$ cat src/rtl/jtpang_bank_pkg.sv
// Shared types and constants for the four-bank ROM read server.
package jtpang_bank_pkg;

  localparam int unsigned BANKS = 4;

  typedef enum logic [1:0] {
    StIdle,
    StRd,
    StWr
  } state_t;

  function automatic logic [BANKS-1:0] bank_onehot(input logic [1:0] idx);
    bank_onehot = '0;
    bank_onehot[idx] = 1'b1;
  endfunction

endpackage

$ cat src/rtl/jtpang_bank_rr.sv
// Combinational 4-way round-robin picker: first requester at or after ptr wins.
module jtpang_bank_rr
  import jtpang_bank_pkg::*;
(
  input  logic [BANKS-1:0] req,
  input  logic [1:0]       ptr,
  output logic             valid,
  output logic [BANKS-1:0] grant,
  output logic [1:0]       idx
);

  logic [1:0] cand;

  always_comb begin
    valid = 1'b0;
    idx   = 2'd0;
    cand  = 2'd0;
    // Walk from farthest to nearest so the bank closest to ptr overrides.
    for (int k = int'(BANKS) - 1; k >= 0; k--) begin
      cand = ptr + 2'(k);
      if (req[cand]) begin
        valid = 1'b1;
        idx   = cand;
      end
    end
    grant = valid ? bank_onehot(idx) : '0;
  end

endmodule

$ cat src/rtl/jtpang_bank_server.sv
// Serves four bank read ports and the download write port over a single
// variable-latency 16-bit memory port, returning tagged read bursts.
module jtpang_bank_server
  import jtpang_bank_pkg::*;
#(
  parameter int unsigned AW    = 22,
  parameter int unsigned BURST = 2
) (
  input  logic          clk,
  input  logic          rst,
  input  logic [AW-1:0] ba0_addr,
  input  logic [AW-1:0] ba1_addr,
  input  logic [AW-1:0] ba2_addr,
  input  logic [AW-1:0] ba3_addr,
  input  logic [3:0]    ba_rd,
  output logic [3:0]    ba_ack,
  output logic [3:0]    ba_dst,
  output logic [3:0]    ba_dok,
  output logic [3:0]    ba_rdy,
  output logic [15:0]   data_read,
  input  logic          downloading,
  input  logic [AW-1:0] prog_addr,
  input  logic [1:0]    prog_ba,
  input  logic [15:0]   prog_data,
  input  logic [1:0]    prog_mask,
  input  logic          prog_we,
  output logic          prog_ack,
  output logic          prog_rdy,
  output logic [AW+1:0] mem_addr,
  output logic          mem_rd,
  output logic          mem_wr,
  output logic [15:0]   mem_din,
  output logic [1:0]    mem_mask,
  input  logic [15:0]   mem_dout,
  input  logic          mem_ok
);

  localparam int unsigned CntW = 2;

  state_t        state_q;
  logic [1:0]    ptr_q;
  logic [1:0]    bank_q;
  logic [AW-1:0] base_q;
  logic [CntW-1:0] cnt_q;
  logic [CntW-1:0] cnt_nxt;
  logic          cnt_last;

  logic          gnt_valid;
  logic [3:0]    gnt;
  logic [1:0]    gnt_idx;
  logic [AW-1:0] sel_addr;

  jtpang_bank_rr u_rr (
    .req   (ba_rd),
    .ptr   (ptr_q),
    .valid (gnt_valid),
    .grant (gnt),
    .idx   (gnt_idx)
  );

  always_comb begin
    case (gnt_idx)
      2'd0:    sel_addr = ba0_addr;
      2'd1:    sel_addr = ba1_addr;
      2'd2:    sel_addr = ba2_addr;
      default: sel_addr = ba3_addr;
    endcase
  end

  assign cnt_nxt  = cnt_q + CntW'(1);
  assign cnt_last = (cnt_q == CntW'(BURST - 1));

  always_ff @(posedge clk) begin
    if (rst) begin
      state_q   <= StIdle;
      ptr_q     <= 2'd0;
      bank_q    <= 2'd0;
      base_q    <= '0;
      cnt_q     <= '0;
      ba_ack    <= '0;
      ba_dst    <= '0;
      ba_dok    <= '0;
      ba_rdy    <= '0;
      data_read <= '0;
      prog_ack  <= 1'b0;
      prog_rdy  <= 1'b0;
      mem_addr  <= '0;
      mem_rd    <= 1'b0;
      mem_wr    <= 1'b0;
      mem_din   <= '0;
      mem_mask  <= '0;
    end else begin
      ba_ack   <= '0;
      ba_dst   <= '0;
      ba_dok   <= '0;
      ba_rdy   <= '0;
      prog_ack <= 1'b0;
      prog_rdy <= 1'b0;
      case (state_q)
        StIdle: begin
          if (prog_we) begin
            prog_ack <= 1'b1;
            mem_wr   <= 1'b1;
            mem_addr <= {prog_ba, prog_addr};
            mem_din  <= prog_data;
            mem_mask <= prog_mask;
            state_q  <= StWr;
          end else if (!downloading && gnt_valid) begin
            ba_ack   <= gnt;
            bank_q   <= gnt_idx;
            base_q   <= sel_addr;
            cnt_q    <= '0;
            mem_rd   <= 1'b1;
            mem_addr <= {gnt_idx, sel_addr};
            ptr_q    <= gnt_idx + 2'd1;
            state_q  <= StRd;
          end
        end
        StRd: begin
          if (mem_ok) begin
            data_read <= mem_dout;
            ba_dok    <= bank_onehot(bank_q);
            if (cnt_q == '0) ba_dst <= bank_onehot(bank_q);
            if (cnt_last) begin
              ba_rdy  <= bank_onehot(bank_q);
              mem_rd  <= 1'b0;
              state_q <= StIdle;
            end else begin
              // Next word goes out with this one's data: no idle cycle on mem_rd.
              cnt_q    <= cnt_nxt;
              mem_addr <= {bank_q, base_q + AW'(cnt_nxt)};
            end
          end
        end
        StWr: begin
          if (mem_ok) begin
            prog_rdy <= 1'b1;
            mem_wr   <= 1'b0;
            state_q  <= StIdle;
          end
        end
        default: state_q <= StIdle;
      endcase
    end
  end

endmodule

$ cat config.mk
export PLATFORM = sky130hd
export DESIGN_NAME = jtpang_bank_server
export DESIGN_NICKNAME = d
export VERILOG_FILES = /design/src/rtl/jtpang_bank_pkg.sv /design/src/rtl/jtpang_bank_rr.sv /design/src/rtl/jtpang_bank_server.sv
export SDC_FILE = /design/constraint.sdc
export NUM_CORES = 1
export LEC_CHECK = 0
export CAP_MARGIN = 10
export CORE_ASPECT_RATIO = 1.2
export CORE_MARGIN = 5
export CORE_UTILIZATION = 39
export CTS_BUF_LIST = sky130_fd_sc_hd__clkbuf_4
export DETAILED_ROUTE_END_ITERATION = 10
export HOLD_SLACK_MARGIN = 0.06
export PLACE_DENSITY = 0.78
export SETUP_SLACK_MARGIN = 0.1
export SYNTH_ARGS = -nofsm -noshare
export SYNTH_HDL_FRONTEND = slang
export SYNTH_SLANG_ARGS = --single-unit
export TNS_END_PERCENT = 50
$ cat constraint.sdc
create_clock -name clk -period 2.8 [get_ports clk]
set_input_delay 0.56 -clock clk [delete_from_list [all_inputs] [get_ports clk]]
set_output_delay 0.56 -clock clk [all_outputs]
set_load 0.1 [all_outputs]
==> metrics.csv, run 1 <==
stage,metric,value,unit
status,status,"complete, no violations",
timing,slew_headroom,59.9,%
critical_path,r2r_slack,0.30,ns
yosys,synth_edf_count,0,
pwr,p_int,2.43,mW
pwr,cellPowerDensity,504,nW/um2
die,die-area,16000,um2
yosys,synth_nets,834,
route,wl_per_cell,17.1,um
yosys,synthArstFlopShare,0,%
layout,fill_cells,1216,
layout,drive_above_1_share,18.1,%
timing,max_freq,0.385,GHz
global_routing,globalRouteTotalUtil,22.2,%
timing,setup_violations,0,
die,chipHeight,138,um
yosys,synth-seq-cells,108,
timing,finalHoldViolations,0,
clock_tree,h-tree-depth,3,
job,cap_violations,0,
yosys,synthTopCellsByArea,"dfxtp_1 41%, a21oi_1 9.1%, nand2_1 8.4%",
route,final_antenna_net_count,0,
yosys,yosysUniqueCellTypes,58,
route,routed_wl,18600,um
yosys,syn-mean-instance-area,7.89,um2
timing,hold_ws,0.466,ns
critical_path,crit_arrival,2.97,ns
die,core,13200,um2
timing,rsz0062_at_grt,yes,
timing,period_needed,2.60,ns
clock_tree,cts.clk_slew.worst_paths,0.17,ns
pwr,swShare,40.3,%
pwr,power.leakage,3.21,nW
place,post-place-cells,1065,
critical_path,crit_fanout,5,
die,die_w,116,um
yosys,synth_top_area_share,40.9,%
layout,regArea,2160,um2
min_path,hp-start,base_q[20],
global_routing,grt_start_max_net_pins,46,
critical_path,start_kind,input pin,
clock_tree,ctsHoldBuffers,0,
yosys,yosys_warnings,0,
route,dr.pass1.iters,6,
place,place_hpwl,13800,um
timing,min_period_over_period,92.8,%
layout,antenna_cells,0,
critical_path,criticalPathCategory,input pin to register,
critical_path,worstPathRequired,3.17,ns
place,post_dp_cell_area,7870,um2
route,drc,0,
place,globalplace.congestion,0.893,
critical_path,endpoint_kind,register,
die,start_util,39.9,%
layout,multi_input_area,2880,um2
yosys,ys_seq_area_share,40.9,%
place,dp_slack,-0.395,ns
yosys,netlist_instances,670,
yosys,yosysTopAreaCell,dfxtp_1,
pwr,power_switching,1.64,mW
place,port-buffer-count,232,
global_routing,grt_overflow,0,
layout,final_area,8060,um2
clock_tree,clock-sinks,108,
layout,instances_no_fill,1082,
pwr,comb_power_share,38.6,%
pwr,power.share.clock,19.3,%
clock_tree,clkLatencyLatePin,0.46,ns
route,via_per_inst,5.37,
critical_path,rr_startpoint,cnt_q[0],
pwr,ir_drop,0.309,mV
global_routing,grt_pass1_vias,5583,
critical_path,cp-startpoint,ba_rd[1],
global_routing,antenna_found_initial,0,
timing,tightest_slew,0.601,ns
clock_tree,cts_root_buffer,clkbuf_4,
die,rows,46,
layout,syn_to_final_growth,52.5,%
yosys,ys_top_cells_by_count,"118 x nand2_1, 108 x dfxtp_1, 96 x a21oi_1",
min_path,worstHoldPathType,register to register,
layout,nNetsFinal,1073,
clock_tree,cts_buffer_depth,2,
route,vias,5809,
timing,fin_skew,0.0121,ns
die,io_pins,233,
yosys,syn-cell-area,5290,um2
timing,drv_slew,0,
timing,setup_slack,0.201,ns
route,drt-initial-drc-count,454,
global_routing,grt_pass1_wl,28200,um
pwr,p_seq_share,42.1,%
clock_tree,cts_tree,done,
yosys,yosysMostFrequentCell,nand2_1,
clock_tree,numCtsBuffers,9,
yosys,synthFlopType,dfxtp_1,
==> kinds of logic (layout without fill, tap and decap cells) <==
logic type / count (synthesis) / after routing / synth area share [%]
compound gates: 198 / 198 / 24.4
xor+xnor: 14 / 14 / 2.32
fa+ha+maj: 9 / 9 / 2.27
buf+inv: 77 / 321 / 5.73
flops: 108 / 108 / 40.9
mux: 12 / 12 / 2.39
simple gates: 252 / 252 / 22.0
==> what timing repair did <==
| action | 4_1_cts | 5_1_grt |
|---|---|---|
| setup endpoints to repair | 0 | 13 |
| setup buffers | 0 | 1 |
| resized for setup | 0 | 15 |
==> sequential cells by signal, indices dropped and copies added, names as in the netlist, 4 cells and up <==
name	count
base_q	22
data_read	16
mem_din	16
ba_dok	4
ba_rdy	4
ba_ack	4
mem_addr	24
ba_dst	4
==> routing by layer <==
layer / global-route usage [%] / share of wire [%]
met1: 26.8 / 41
met4: 5.87 / 1.3
met3: 4.09 / 7.2
met2: 40.0 / 51
met5: 0 / 0
==> worst max-delay path, stage by stage <==
cell and delay, ns:
clkdlybuf4s50_1 0.52, nand2b_1 0.12, a21oi_1 0.06, a211o_1 0.35, ha_2 0.23, a222oi_1 0.39
nor2b_2 0.24, o31a_1 0.14, nor4_1 0.04, a311o_1 0.32
==> placed cells by master, fill, tap and decap left out, types with 5 or more instances in the layout <==
cell and instances:
o221ai_1 5, mux2_2 5, nand4_1 5, nor3_1 23
a211oi_1 13, o21ai_0 17, o31ai_1 11, inv_1 25
a22o_1 5, buf_4 116, nand3_1 7, dfxtp_1 108
ha_1 5, nand2b_1 7, buf_12 8, nor4_1 5
nor2b_1 13, xor2_1 6, o211ai_1 5, a222oi_1 14
clkdlybuf4s50_1 151, xnor2_1 8, and3_1 9, a21oi_1 96
nor2_1 44, mux2i_1 7, nand2_1 118, clkbuf_4 9
==> per-stage QoR <==
| step | setup TNS [ns] | utilization [%] | power [mW] |
|---|---|---|---|
| final | 0 | 60.9 | 4.06 |
| after global routing | 0 | 60.9 | 4.25 |
| after floorplan | 0 | - | 2.70 |
| after detailed placement | -8.36 | 59.4 | 3.29 |
| after CTS | 0 | 60.4 | 4.07 |
| after global placement | -5.96 | 59.4 | 3.28 |
==> final timing paths <==
kind	end	cells past startpoint
setup / recovery	mem_addr[13]	10
hold / removal	base_q[20]	2
setup reg to reg	mem_addr[20]	8
hold reg to reg	base_q[20]	2
==> final cells by class <==
type	count	area share, %
Multi-Input combinational cell	485	35.7
Timing Repair Buffer	278	31.9
Sequential cell	108	26.8
Tap cell	168	2.61
Inverter	27	1.26
Clock buffer	9	0.838
Clock inverter	7	0.807
==> power by group through the flow <==
stage / Combinational, mW / Sequential (mW) / Clock (mW)
floorplan: 0.453 / 2.25 / 0
global placement: 1.54 / 1.74 / 0
detailed placement: 1.55 / 1.74 / 0
CTS: 1.55 / 1.71 / 0.807
global route: 1.66 / 1.73 / 0.858
finish: 1.57 / 1.71 / 0.785
Note: power is estimated with default switching activity, not from simulation.
==> run 2, diff against run 1 <==
- CORE_UTILIZATION: 39 -> 47
- PLACE_DENSITY: 0.78 -> 0.88
- clock period: 2.8 -> 3.2 ns (I/O delays scaled with it)
==> run 2 against run 1 <==
  * Sequential power shrank 12%
  * Largest power group unchanged
  * Flip-flop and latch count is the same
  * Total power shrank 13%
  * Clock power shrank 12%
==> metrics.csv, run 2 (synthesis results as in run 1) <==
stage,metric,value,unit,change
status,status,"complete, no violations",,unchanged
die,die-area,13500,um2,was 16000 um2
global_routing,grt_pass1_wl,29400,um,was 28200 um
global_routing,grt_pass1_vias,6031,,was 5583
timing,setup_violations,0,,unchanged
global_routing,globalRouteTotalUtil,27.1,%,was 22.2%
route,via_per_inst,5.85,,was 5.37
critical_path,criticalPathCategory,input pin to register,,unchanged
timing,setup_tns,0,ns,unchanged
place,place_hpwl,14400,um,was 13800 um
timing,max_freq,0.358,GHz,
route,final_antenna_net_count,0,,unchanged
layout,nNetsFinal,1054,,was 1073
layout,final_util,70.6,%,was 60.9%
clock_tree,h-tree-depth,3,,unchanged
clock_tree,clkLatencyLatePin,0.49,ns,was 0.46 ns
job,cap_violations,0,,unchanged
layout,largest_register_ffs,24,,unchanged
layout,syn_to_final_growth,47.3,%,was 52.5%
global_routing,antenna_found_initial,1,,was 0
route,dr.pass1.iters,6,,unchanged
global_routing,grt_overflow,0,,unchanged
critical_path,worstPathRequired,3.63,ns,was 3.17 ns
die,io_pins,233,,unchanged
critical_path,endpoint_kind,register,,unchanged
layout,layout_common_cells,"153 x clkdlybuf4s50_1, 118 x nand2_1, 108 x dfxtp_1, 100 x buf_4, 96 x a21oi_1",,"was 151 x clkdlybuf4s50_1, 118 x nand2_1, 116 x buf_4, 108 x dfxtp_1, 96 x a21oi_1"
clock_tree,cts_buffer_depth,2,,unchanged
clock_tree,cts.clk_slew.worst_paths,0.19,ns,was 0.17 ns
timing,period_needed,2.79,ns,
clock_tree,post_cts_buffers,0,,unchanged
timing,fin_skew,0.0236,ns,was 0.0121 ns
place,globalplace.congestion,0.940,,was 0.893
timing,slew_headroom,38.9,%,was 59.9%
clock_tree,clock-sinks,108,,unchanged
clock_tree,cts_tree,done,,unchanged
clock_tree,numCtsBuffers,9,,unchanged
timing,finalHoldViolations,0,,unchanged
global_routing,grt_start_max_net_pins,85,,was 46
clock_tree,cts_root_buffer,clkbuf_4,,unchanged
route,wl_per_cell,18.8,um,was 17.1 um
route,vias,6013,,was 5809
die,start_util,47.9,%,was 39.9%
pwr,cellPowerDensity,453,nW/um2,was 504 nW/um2
pwr,power.leakage,3.08,nW,was 3.21 nW
layout,final_common_cell,clkdlybuf4s50_1,,unchanged
layout,regMostFlops,mem_addr,,unchanged
route,drt-initial-drc-count,485,,was 454
route,routed_wl,19300,um,was 18600 um
min_path,min_path_cells,2,,unchanged
timing,tightest_slew,0.917,ns,was 0.601 ns
critical_path,r2r_slack,0.59,ns,was 0.30 ns
critical_path,crit_fanout,6,,was 5
timing,rsz0062_at_grt,no,,was yes
timing,min_period_over_period,87.3,%,
layout,largest_registers,"mem_addr x24, base_q x22",,unchanged
die,chipHeight,126,um,was 138 um
layout,drive_above_1_share,15.2,%,was 18.1%
route,drc,0,,unchanged
die,core,11000,um2,was 13200 um2
clock_tree,ctsHoldBuffers,0,,unchanged
clock_tree,ctsResizeCount,0,,unchanged
pwr,ir_drop,0.302,mV,was 0.309 mV
place,port-buffer-count,232,,unchanged
die,die_w,107,um,was 116 um
die,rows,42,,was 46
critical_path,start_kind,input pin,,unchanged
min_path,worstHoldPathType,register to register,,unchanged
critical_path,crit_arrival,3.22,ns,was 2.97 ns
timing,drv_slew,0,,unchanged
critical_path,rr_worst_depth,8,,unchanged
run 2: layout make-up:
class	instances	area, um2
diodes	1	2.50
clock buffers	9	67.6
clock inverters	7	66.3
fillers	911	3250
inverters	27	101
multi-input cells	485	2840
flip-flops and latches	108	2160
well taps	132	165
repair buffers	259	2390
run 2: worst paths after layout:
| path | start | endpoint |
|---|---|---|
| worst min register to register | base_q[20] | base_q[20] |
| worst max register to register | cnt_q[0] | mem_addr[16] |
| worst max-delay path | ba_rd[3] | mem_addr[16] |
| worst min-delay path | base_q[20] | base_q[20] |
run 2: per-stage QoR:
stage	setup WS, ns	std cells	power [mW]	area, um2	hold slack [ns]
after floorplan	0.463	670	2.36	5290	0.432
after global placement	0.0825	1011	2.83	7650	0.440
after detailed placement	-0.0721	1011	2.86	7650	0.446
after CTS	0.446	1027	3.53	7780	0.465
after global routing	0.253	1028	3.67	7790	0.487
final	0.408	1028	3.53	7790	0.465
run 2: routing by layer:
metal  GRT usage, %  wire length [um]
met2           50.3             10100
met4           11.5               648
met3           5.83              1730
met5          0.376                 0
met1           29.3              6850
run 2: critical path, stage by stage:
cell and delay (ns):
clkdlybuf4s50_1 0.57, o22ai_1 0.13, a211o_1 0.38, inv_1 0.16
ha_1 0.28, buf_4 0.17, a222oi_1 0.09, mux2_2 0.29
o21ai_0 0.17, o31ai_1 0.11, a211oi_1 0.23
run 2: report_power, final:
| group | internal, mW | leakage (nW) | switching, mW | total [mW] |
|---|---|---|---|---|
| sequential | 1.43 | 0.881 | 0.0703 | 1.50 |
| combinational | 0.472 | 2.13 | 0.865 | 1.34 |
| clock | 0.181 | 0.0749 | 0.507 | 0.688 |
| total | 2.09 | 3.08 | 1.44 | 3.53 |
